`src/rtl/frame_draw_if.sv`:
```
// Framebuffer write port, drawing-client handshakes and frame status of frame_draw_scheduler.
// master = scheduler side, slave = frame-edge detector / clients / framebuffer side.
interface frame_draw_if #(
  parameter int NCLIENT = 2
);
  localparam int NC = (NCLIENT > 0) ? NCLIENT : 1;

  logic             frame_start;
  logic [NC-1:0]    cl_start;
  logic [NC-1:0]    cl_valid;
  logic [NC-1:0]    cl_done;
  logic [10*NC-1:0] cl_x;
  logic [10*NC-1:0] cl_y;
  logic [8*NC-1:0]  cl_color;
  logic [9:0]       draw_x;
  logic [9:0]       draw_y;
  logic [7:0]       draw_color;
  logic             draw_we;
  logic             swap_req;
  logic             busy;
  logic [7:0]       overrun_cnt;

  modport master (
    input  frame_start, cl_valid, cl_done, cl_x, cl_y, cl_color,
    output cl_start, draw_x, draw_y, draw_color, draw_we, swap_req, busy, overrun_cnt
  );

  modport slave (
    output frame_start, cl_valid, cl_done, cl_x, cl_y, cl_color,
    input  cl_start, draw_x, draw_y, draw_color, draw_we, swap_req, busy, overrun_cnt
  );
endinterface

```
`src/rtl/frame_draw_scheduler.sv`:
```
// Per-frame owner of the framebuffer write port: clear the back buffer, serve the
// drawing clients in index order, then request a buffer swap.
module frame_draw_scheduler #(
  parameter int         W        = 320,
  parameter int         H        = 240,
  parameter int         NCLIENT  = 2,
  parameter logic [7:0] BG_COLOR = 8'h00,
  parameter logic [7:0] TRANSP   = 8'hFF
) (
  input  logic         Clk,
  input  logic         Reset,
  frame_draw_if.master bus
);
  localparam int             NC       = (NCLIENT > 0) ? NCLIENT : 1;
  localparam int             IW       = (NC > 1) ? $clog2(NC) : 1;
  localparam logic [9:0]     W_L      = 10'(W);
  localparam logic [9:0]     H_L      = 10'(H);
  localparam logic [9:0]     X_LAST   = 10'(W - 1);
  localparam logic [9:0]     Y_LAST   = 10'(H - 1);
  localparam logic [IW-1:0]  IDX_LAST = IW'(NC - 1);

  typedef enum logic [1:0] {
    ST_IDLE   = 2'd0,
    ST_CLEAR  = 2'd1,
    ST_CLIENT = 2'd2,
    ST_SWAP   = 2'd3
  } state_t;

  state_t        state_r, state_s;
  logic [IW-1:0] idx_r, idx_s;
  logic [NC-1:0] cl_start_r, cl_start_s;
  logic [9:0]    draw_x_r, draw_x_s;
  logic [9:0]    draw_y_r, draw_y_s;
  logic [7:0]    draw_color_r, draw_color_s;
  logic          draw_we_r, draw_we_s;
  logic          swap_req_r, swap_req_s;
  logic          busy_r, busy_s;
  logic [7:0]    overrun_r, overrun_s;

  logic          sel_valid_s;
  logic          sel_done_s;
  logic [9:0]    sel_x_s;
  logic [9:0]    sel_y_s;
  logic [7:0]    sel_c_s;
  logic          pix_ok_s;

  // Only the client owning the port is looked at; its pixel is kept if on-screen and opaque.
  always_comb begin
    sel_valid_s = bus.cl_valid[idx_r];
    sel_done_s  = bus.cl_done[idx_r];
    sel_x_s     = bus.cl_x[int'(idx_r) * 10 +: 10];
    sel_y_s     = bus.cl_y[int'(idx_r) * 10 +: 10];
    sel_c_s     = bus.cl_color[int'(idx_r) * 8 +: 8];
    pix_ok_s    = sel_valid_s && (sel_x_s < W_L) && (sel_y_s < H_L) && (sel_c_s != TRANSP);
  end

  // A frame_start outside IDLE (SWAP included) is dropped and counted, saturating.
  always_comb begin
    overrun_s = overrun_r;
    if (bus.frame_start && (state_r != ST_IDLE) && (overrun_r != 8'hFF)) begin
      overrun_s = overrun_r + 8'd1;
    end else begin
      overrun_s = overrun_r;
    end
  end

  // Next-state and next-output logic; draw_x/draw_y double as the clear raster counters.
  always_comb begin
    state_s      = state_r;
    idx_s        = idx_r;
    cl_start_s   = {NC{1'b0}};
    draw_x_s     = draw_x_r;
    draw_y_s     = draw_y_r;
    draw_color_s = draw_color_r;
    draw_we_s    = 1'b0;
    swap_req_s   = 1'b0;
    busy_s       = busy_r;

    case (state_r)
      ST_IDLE: begin
        if (bus.frame_start) begin
          state_s      = ST_CLEAR;
          draw_x_s     = 10'd0;
          draw_y_s     = 10'd0;
          draw_color_s = BG_COLOR;
          draw_we_s    = 1'b1;
          busy_s       = 1'b1;
        end else begin
          state_s = ST_IDLE;
        end
      end

      ST_CLEAR: begin
        if ((draw_x_r == X_LAST) && (draw_y_r == Y_LAST)) begin
          if (NCLIENT == 0) begin
            state_s    = ST_SWAP;
            swap_req_s = 1'b1;
            busy_s     = 1'b0;
          end else begin
            state_s    = ST_CLIENT;
            idx_s      = {IW{1'b0}};
            cl_start_s = NC'(1);
          end
        end else begin
          draw_we_s    = 1'b1;
          draw_color_s = BG_COLOR;
          if (draw_x_r == X_LAST) begin
            draw_x_s = 10'd0;
            draw_y_s = draw_y_r + 10'd1;
          end else begin
            draw_x_s = draw_x_r + 10'd1;
          end
        end
      end

      ST_CLIENT: begin
        // The pixel seen with cl_done is still registered here and drains in the next state.
        if (pix_ok_s) begin
          draw_x_s     = sel_x_s;
          draw_y_s     = sel_y_s;
          draw_color_s = sel_c_s;
          draw_we_s    = 1'b1;
        end else begin
          draw_we_s = 1'b0;
        end
        if (sel_done_s) begin
          if (idx_r == IDX_LAST) begin
            state_s    = ST_SWAP;
            swap_req_s = 1'b1;
            busy_s     = 1'b0;
          end else begin
            idx_s      = idx_r + IW'(1);
            cl_start_s = NC'(1) << (int'(idx_r) + 1);
          end
        end else begin
          state_s = ST_CLIENT;
        end
      end

      ST_SWAP: begin
        state_s = ST_IDLE;
      end

      default: begin
        state_s = ST_IDLE;
      end
    endcase
  end

  // State and output registers.
  always_ff @(posedge Clk) begin
    if (Reset) begin
      state_r      <= ST_IDLE;
      idx_r        <= {IW{1'b0}};
      cl_start_r   <= {NC{1'b0}};
      draw_x_r     <= 10'd0;
      draw_y_r     <= 10'd0;
      draw_color_r <= 8'd0;
      draw_we_r    <= 1'b0;
      swap_req_r   <= 1'b0;
      busy_r       <= 1'b0;
      overrun_r    <= 8'd0;
    end else begin
      state_r      <= state_s;
      idx_r        <= idx_s;
      cl_start_r   <= cl_start_s;
      draw_x_r     <= draw_x_s;
      draw_y_r     <= draw_y_s;
      draw_color_r <= draw_color_s;
      draw_we_r    <= draw_we_s;
      swap_req_r   <= swap_req_s;
      busy_r       <= busy_s;
      overrun_r    <= overrun_s;
    end
  end

  assign bus.cl_start    = cl_start_r;
  assign bus.draw_x      = draw_x_r;
  assign bus.draw_y      = draw_y_r;
  assign bus.draw_color  = draw_color_r;
  assign bus.draw_we     = draw_we_r;
  assign bus.swap_req    = swap_req_r;
  assign bus.busy        = busy_r;
  assign bus.overrun_cnt = overrun_r;
endmodule

```
`src/flat_wrapper.sv`:
```
// flat-port wrapper written by rule: the top's interface ports become plain ports
module frame_draw_scheduler_flat 
#(
  parameter int         W        = 320,
  parameter int         H        = 240,
  parameter int         NCLIENT  = 2,
  parameter logic [7:0] BG_COLOR = 8'h00,
  parameter logic [7:0] TRANSP   = 8'hFF
)
  (Clk, Reset, bus_frame_start, bus_cl_valid, bus_cl_done, bus_cl_x, bus_cl_y, bus_cl_color, bus_cl_start, bus_draw_x, bus_draw_y, bus_draw_color, bus_draw_we, bus_swap_req, bus_busy, bus_overrun_cnt);
  frame_draw_if #(.NCLIENT(NCLIENT)) bus_i ();
  input  logic Clk;
  input  logic Reset;
  input wire logic [$bits(bus_i.frame_start)-1:0] bus_frame_start;
  input wire logic [$bits(bus_i.cl_valid)-1:0] bus_cl_valid;
  input wire logic [$bits(bus_i.cl_done)-1:0] bus_cl_done;
  input wire logic [$bits(bus_i.cl_x)-1:0] bus_cl_x;
  input wire logic [$bits(bus_i.cl_y)-1:0] bus_cl_y;
  input wire logic [$bits(bus_i.cl_color)-1:0] bus_cl_color;
  output wire logic [$bits(bus_i.cl_start)-1:0] bus_cl_start;
  output wire logic [$bits(bus_i.draw_x)-1:0] bus_draw_x;
  output wire logic [$bits(bus_i.draw_y)-1:0] bus_draw_y;
  output wire logic [$bits(bus_i.draw_color)-1:0] bus_draw_color;
  output wire logic [$bits(bus_i.draw_we)-1:0] bus_draw_we;
  output wire logic [$bits(bus_i.swap_req)-1:0] bus_swap_req;
  output wire logic [$bits(bus_i.busy)-1:0] bus_busy;
  output wire logic [$bits(bus_i.overrun_cnt)-1:0] bus_overrun_cnt;
  assign bus_i.frame_start = bus_frame_start;
  assign bus_i.cl_valid = bus_cl_valid;
  assign bus_i.cl_done = bus_cl_done;
  assign bus_i.cl_x = bus_cl_x;
  assign bus_i.cl_y = bus_cl_y;
  assign bus_i.cl_color = bus_cl_color;
  assign bus_cl_start = bus_i.cl_start;
  assign bus_draw_x = bus_i.draw_x;
  assign bus_draw_y = bus_i.draw_y;
  assign bus_draw_color = bus_i.draw_color;
  assign bus_draw_we = bus_i.draw_we;
  assign bus_swap_req = bus_i.swap_req;
  assign bus_busy = bus_i.busy;
  assign bus_overrun_cnt = bus_i.overrun_cnt;
  frame_draw_scheduler #(.W(W), .H(H), .NCLIENT(NCLIENT), .BG_COLOR(BG_COLOR), .TRANSP(TRANSP)) u_core (.Clk(Clk), .Reset(Reset), .bus(bus_i));
endmodule
```
`config.mk`:
```
export PLATFORM = sky130hd
export DESIGN_NAME = frame_draw_scheduler_flat
export DESIGN_NICKNAME = d
export VERILOG_FILES = /design/src/rtl/frame_draw_if.sv /design/src/rtl/frame_draw_scheduler.sv /design/src/flat_wrapper.sv
export SDC_FILE = /design/constraint.sdc
export NUM_CORES = 1
export LEC_CHECK = 0
export BUFFER_PORTS_ARGS = -buffer_cell sky130_fd_sc_hd__buf_2
export CAP_MARGIN = 40
export CELL_PAD_IN_SITES_DETAIL_PLACEMENT = 2
export CELL_PAD_IN_SITES_GLOBAL_PLACEMENT = 2
export CORE_MARGIN = 5
export CORE_UTILIZATION = 30
export DETAILED_ROUTE_END_ITERATION = 8
export PLACE_DENSITY_LB_ADDON = 0.1
export SLEW_MARGIN = 20
export SYNTH_ARGS = -nofsm -noshare
export SYNTH_HDL_FRONTEND = slang
export SYNTH_SLANG_ARGS = --single-unit
export TNS_END_PERCENT = 30
```
`constraint.sdc`:
```
create_clock -name Clk -period 3.7 [get_ports Clk]
set_input_delay 0.555 -clock Clk [delete_from_list [all_inputs] [get_ports Clk]]
set_output_delay 0.555 -clock Clk [all_outputs]
set_load 0.02 [all_outputs]
```
### Yosys cells after proc, flatten, opt, wreduce, memory -nomap -nowiden

Cells that the tools add are included.

| word-level totals | value |
|---|---|
| register bits after elaboration | 44 |
| bits in latches | 0 |
| RAM bits | 0 |
| ROM bits | 0 |
| output and inout bits | 41 |
| word-level logic and storage cells | 96 |
| memories kept | 0 |

| operators by class | value |
|---|---|
| $add $sub $neg | 5 |
| multipliers | 1 |
| divide/modulo/power cells | 0 |
| $lt $le $gt $ge | 3 |
| equal/unequal tests | 15 |
| shift operators | 4 |
| muxes and demuxes | 39 |
| bitwise gates (word level) | 2 |
| reductions and logical operators | 17 |

Operator list:

| operator | number |
|---|---|
| $mux 10 | 7 |
| $shiftx 20x32->10 | 2 |
| $pmux 10 s3 | 2 |
| $shl 1x32->2 const A | 1 |
| $mux 8 | 3 |
| $pmux 8 s3 | 1 |
| $add 10x1->10 const B | 2 |
| $mux 1 | 16 |
| $ne 8x8->1 const B | 2 |
| $shiftx 16x5->8 | 1 |
| $eq 10x8->1 const B | 1 |
| $eq 10x9->1 const B | 1 |
| $lt 10x8->1 const B | 1 |
| $lt 10x9->1 const B | 1 |
| $mux 2 | 5 |
| $ne 2x1->1 const B | 5 |
| $add 8x1->8 const B | 1 |
| $pmux 2 s4 | 1 |
| $reduce_and 4->1 | 2 |
| $logic_and 1x1->1 | 6 |
| $reduce_bool 2->1 | 3 |
| $reduce_and 5->1 | 1 |
| $eq 2x2->1 const B | 2 |
| $mul 1x3->4 const B | 1 |
| 15 further kinds | 18 |

### Longest topological paths before layout

| logic depth | value |
|---|---|
| depth in word-level cells | 8 |
| depth in mapped cells | 10 |
| depth with buffers taken out | 8 |

### Worst setup path after synthesis

OpenSTA, ideal clock, no wires.

| timing path | value |
|---|---|
| path type | reg-to-reg |
| from | register u_core.draw_x_r[8] (netlist: u_core.bus.draw_x[8]) |
| to | register u_core.draw_y_r[6] (netlist: u_core.bus.draw_y[6]) |
| arrival time | 1.982 ns |
| data required time | 3.621 ns |
| slack | 1.639 ns |
| stages on the path, launching flop included | 9 |
| path buffers | 2 |
| period minus slack after synthesis | 2.061 ns |
| path through | dfxtp_1 -> or4b_4 -> nor3_4 -> or2b_1 -> buf_6 -> and2_4 -> buf_6 -> a31oi_1 -> a211oi_2 |

| between the ends | value |
|---|---|
| word-level cells in the longest chain between the ends | 4 |
| elaborated cells between the ends (all ways) | 5 |
| those cells by class | eq/ne (3); reduce/logical (2) |

RTL lines:

| what | RTL line | text |
|---|---|---|
| from (decl) | frame_draw_scheduler.sv:32 | `logic [9:0] draw_x_r, draw_x_s;` |
| from (signal assigned) | frame_draw_scheduler.sv:167 | `draw_x_r <= draw_x_s;` |
| $eq 10x9->1 * | frame_draw_scheduler.sv:94, frame_draw_scheduler.sv:107 |  |
| $logic_and 1x1->1 | frame_draw_scheduler.sv:94 | `if ((draw_x_r == X_LAST) && (draw_y_r == Y_LAST)) begin` |
| $ne 2x2->1 (no line) | -- |  |
| $reduce_and 5->1 (no line) * | -- |  |
| to (signal assigned) | frame_draw_scheduler.sv:168 | `draw_y_r <= draw_y_s;` |
| to (decl) | frame_draw_scheduler.sv:33 | `logic [9:0] draw_y_r, draw_y_s;` |

Every way passes the cells marked *; elsewhere a longest branch is shown, timed or not.
A chain may end at the register's enable or synchronous reset.

### Final worst setup path

| timing path | value |
|---|---|
| from | register u_core.idx_r |
| to | register u_core.draw_y_r[6] (netlist: u_core.bus.draw_y[6]) |

| between the ends | value |
|---|---|
| word-level cells in the longest chain between the ends | 8 |
| elaborated cells between the ends (all ways) | 16 |
| those cells by class | mul (1); order compare (2); eq/ne (2); shift (3); mux (4); reduce/logical (4) |

RTL lines:

| what | RTL line | text |
|---|---|---|
| from (decl) | frame_draw_scheduler.sv:30 | `logic [IW-1:0] idx_r, idx_s;` |
| from (signal assigned) | frame_draw_scheduler.sv:154 | `idx_r <= {IW{1'b0}};` |
| from (signal assigned) | frame_draw_scheduler.sv:165 | `idx_r <= idx_s;` |
| $mul 1x3->4 | frame_draw_scheduler.sv:51, frame_draw_scheduler.sv:52 |  |
| $shiftx 20x32->10 | frame_draw_scheduler.sv:51 | `sel_x_s = bus.cl_x[int'(idx_r) * 10 +: 10];` |
| $lt 10x9->1 | frame_draw_scheduler.sv:54 | `pix_ok_s = sel_valid_s && (sel_x_s < W_L) && (sel_y_s < H_L) && (sel_c_s != TRANSP);` |
| $logic_and 1x1->1 (3 in series) | frame_draw_scheduler.sv:54 |  |
| $ne 2x1->1 (no line) | -- |  |
| $reduce_and 5->1 (no line) | -- |  |

Several ways; a longest one is shown, not always the timed one. The select of a mux whose other input is x is not followed.

==> out/summary.txt <==
===========================================================================================
Run status ................................................................... finished, final reports clean
Count of endpoints failing setup in the final report .........................            0
Post-DR vias/cell ............................................................         5.32
Core ar. .....................................................................  0.00964 mm2
Peak fanout along the critical path ..........................................           19
Clock Pin Slew Worst Setup and Hold Paths ....................................      0.09 ns
Max cap viols ................................................................            0
Vert. Die Dim ................................................................       109 um
Number of buffers between clock root and the deepest sink ....................            2
Dominant combinational cell family by area after synthesis ................... simple AND/OR/NAND/NOR gates
Required time at the worst-slack endpoint ....................................      3.93 ns
Number of nets in the layout .................................................          536
TritonCTS clock tree .........................................................          yes
Post-Synthesis Cell Area .....................................................  0.00294 mm2
Cells after synthesis ........................................................          370
Area overhead of the layout relative to synthesis ............................        25.5%
Biggest area contributors in the synthesized netlist ......................... dfxtp_1, mux2_2, o21ai_0, nand2_1, nand4_1
GRT Resource Usage Total .....................................................        0.187
Number of standard-cell rows in the floorplan ................................           36
Remaining global-route overflow ..............................................            0
Most used flip-flop cell after synthesis .....................................      dfxtp_1
Netlist cell types ...........................................................           53
Hold buffers post-CTS ........................................................            0
Postcts setup bufs ...........................................................            0
Post-synthesis sequential area ratio .........................................        0.300
Ports placed on the boundary .................................................          104
Placed standard-cell area ....................................................  0.00357 mm2
Root buf cell ................................................................     clkbuf_8
Simple logic cell fraction of the synthesized area ...........................        0.270
Number of antenna violations at the first check in global routing ............            0
Vias in the first global route ...............................................         3444
Critical path class .......................................................... register to register
Sinks on Clock Net ...........................................................           44
Clock buffers created by TritonCTS ...........................................            5
Maximum number of pins on one net before global-route repair .................           29
Type of element capturing the critical path ..................................     register
Fraction of registers with async set or reset after synthesis ................            0
Multiplexer share of the synthesized area ....................................       0.0954
Peak clock frequency supported by timing .....................................      374 MHz
H-tree depth .................................................................            2
Clock latency reported for the late side of the worst-skew pair ..............      0.32 ns
Cell taking the most area after synthesis ....................................      dfxtp_1
Critical Path AT .............................................................      2.91 ns
Setup slack at placement .....................................................      1.01 ns
Number of instances in the placed design .....................................          592
Global-route wire length before repair .......................................     17600 um
Number of gates resized after CTS ............................................            0
Post-synthesis xor/xnor area fraction ........................................       0.0597
Layout cell share with drive strength beyond 1 ...............................        0.336
Area share of the leading cell type in the synthesized netlist ...............        0.300
Compound-cell area share of the yosys netlist ................................        0.202
Routed wirelength normalized by instance count ...............................      18.2 um
Fill count ...................................................................         1164
Total wire length after detailed routing .....................................     10900 um
Drt pass-1 iters .............................................................            4
Most frequent cells after synthesis .......................................... dfxtp_1, nand2_1, o21ai_0, a21oi_1
Final Max Slew Viols .........................................................            0
Slew at the pin closest to its max-slew limit ................................     0.750 ns
Ratio of final minimum period to clock period ................................        0.723
Cell area after layout .......................................................  0.00369 mm2
Remaining antenna violation count ............................................            0
Most frequent cell after synthesis ...........................................      dfxtp_1
Total negative slack for setup checks ........................................         0 ns
Final instance count without filler cells ....................................          600
Minimum period implied by the final worst setup slack ........................      2.68 ns
Placed wire-length estimate ..................................................      8520 um
Final worst setup slack ......................................................      1.02 ns
Worst reg-to-reg path cell count .............................................            7
Path category of the worst min-delay check ................................... register to register
Initial Util .................................................................        0.305
Number of antenna repair diodes ..............................................            0
Static leakage ...............................................................      1.47 nW
Number of enable-type register cells in the synthesized netlist ..............            0
Relative slew slack ..........................................................        0.500
Synthesis-stage register bit count ...........................................           44
Average instance area after synthesis ........................................     7.94 um2
Number of I/O port buffers ...................................................          103
Die span in x ................................................................       109 um
Remaining DRCs ...............................................................            0
Unrepaired setup endpoints after global routing ..............................        false
Total design power ...........................................................      1.62 mW
Worst clock skew .............................................................    0.0109 ns
Instance count along the most critical hold path .............................            2
Worst voltage drop across the vdd grid .......................................     0.153 mV
CP startpoint kind ...........................................................     register
Number of design-rule violations left by the first detailed-router iteration .           99
Final count of hold timing violations ........................................            0
Power density of the placed cells ............................................   439 mW/mm2
Die footprint ................................................................   0.0119 mm2
Synthesized Nets .............................................................          440
Via count of the routed design ...............................................         3192
Yosys warns ..................................................................            0
Gp weighted congestion .......................................................        0.792
Fraction of the mapped netlist area in adder cells ...........................       0.0298
===========================================================================================
cell usage in the layout (no fill, tap or decap), types with 2 or more instances in the layout:
master	n
a22oi_1	2
nor3_1	5
and3_1	4
nand4_1	24
dfxtp_1	44
nor4_1	4
a21oi_1	28
nor2_1	21
and2_1	3
buf_4	7
o21ai_0	36
nand3_1	15
o21ai_1	12
nor2b_1	11
nand2_1	41
buf_2	103
o31ai_2	3
o22a_1	2
ha_1	7
and4_1	2
xor2_1	9
or2_2	2
o211ai_1	2
xnor2_1	11
nand2b_1	6
mux2_2	24
clkbuf_8	5
inv_1	7
where the power goes:
group	internal [mW]	total (mW)	leakage (nW)	switching [mW]
logic	0.224	0.675	1.06	0.451
clock network	0.204	0.392	0.0548	0.188
registers	0.507	0.551	0.356	0.0438
area by class of cell:
cell class / instances / area [um2] / share of cell area
multi-input cells: 298 / 1930 / 0.523
flip-flops and latches: 44 / 881 / 0.239
repair buffers: 110 / 568 / 0.154
well taps: 133 / 166 / 0.0451
clock buffers: 5 / 68.8 / 0.0187
clock inverters: 3 / 46.3 / 0.0126
inverters: 7 / 26.3 / 0.00713
worst max-delay path, cell delays in order, from the launching register on:
cell and delay (ns):
dfxtp_1 0.69, buf_4 0.36, nand2b_1 0.16, o22a_1 0.14, nand3_1 0.17, o31ai_4 0.66
a31oi_1 0.19, a211oi_2 0.22
sequential cells by signal, summed over array words and instances, names as in the netlist, 2 cells and up:
signal,cells
u_core.bus.draw_y,10
u_core.bus.draw_color,8
u_core.state_r,2
u_core.bus.draw_x,10
u_core.bus.overrun_cnt,8
u_core.bus.cl_start,2
logic make-up (layout without fill, tap and decap cells):
family / after synthesis / in the layout
AOI/OAI and AO/OA: 98 / 98
xor gates and xnor gates: 20 / 20
adders and majority gates: 7 / 7
buffers and inverters: 28 / 125
DFF: 44 / 44
muxes: 25 / 25
and+or+nand+nor: 148 / 148
per-layer routing:
metal | global-route usage | part of all wire | vias to the layer above
li1 | - | - | 1530
met5 | 0 | 0 | -
met4 | 0.0505 | 0.013 | 0
met1 | 0.245 | 0.48 | 1562
met2 | 0.311 | 0.45 | 88
met3 | 0.0379 | 0.057 | 12
through the flow:
step                       util  hold slack (ns)
final                     0.382            0.486
after global routing      0.382            0.521
after CTS                 0.382            0.491
after detailed placement  0.370            0.471
after global placement    0.370            0.464
after floorplan               -            0.469
path summary, 6_finish.rpt:
path | end | slack [ns] | start
hold reg to reg | u_core.bus.draw_color[7] | 0.49 | u_core.bus.draw_color[7]
hold / removal | u_core.bus.draw_color[7] | 0.49 | u_core.bus.draw_color[7]
setup reg to reg | u_core.bus.draw_y[6] | 1.02 | u_core.idx_r
setup / recovery | u_core.bus.draw_y[6] | 1.02 | u_core.idx_r
Power figures use the tool's default switching activity.
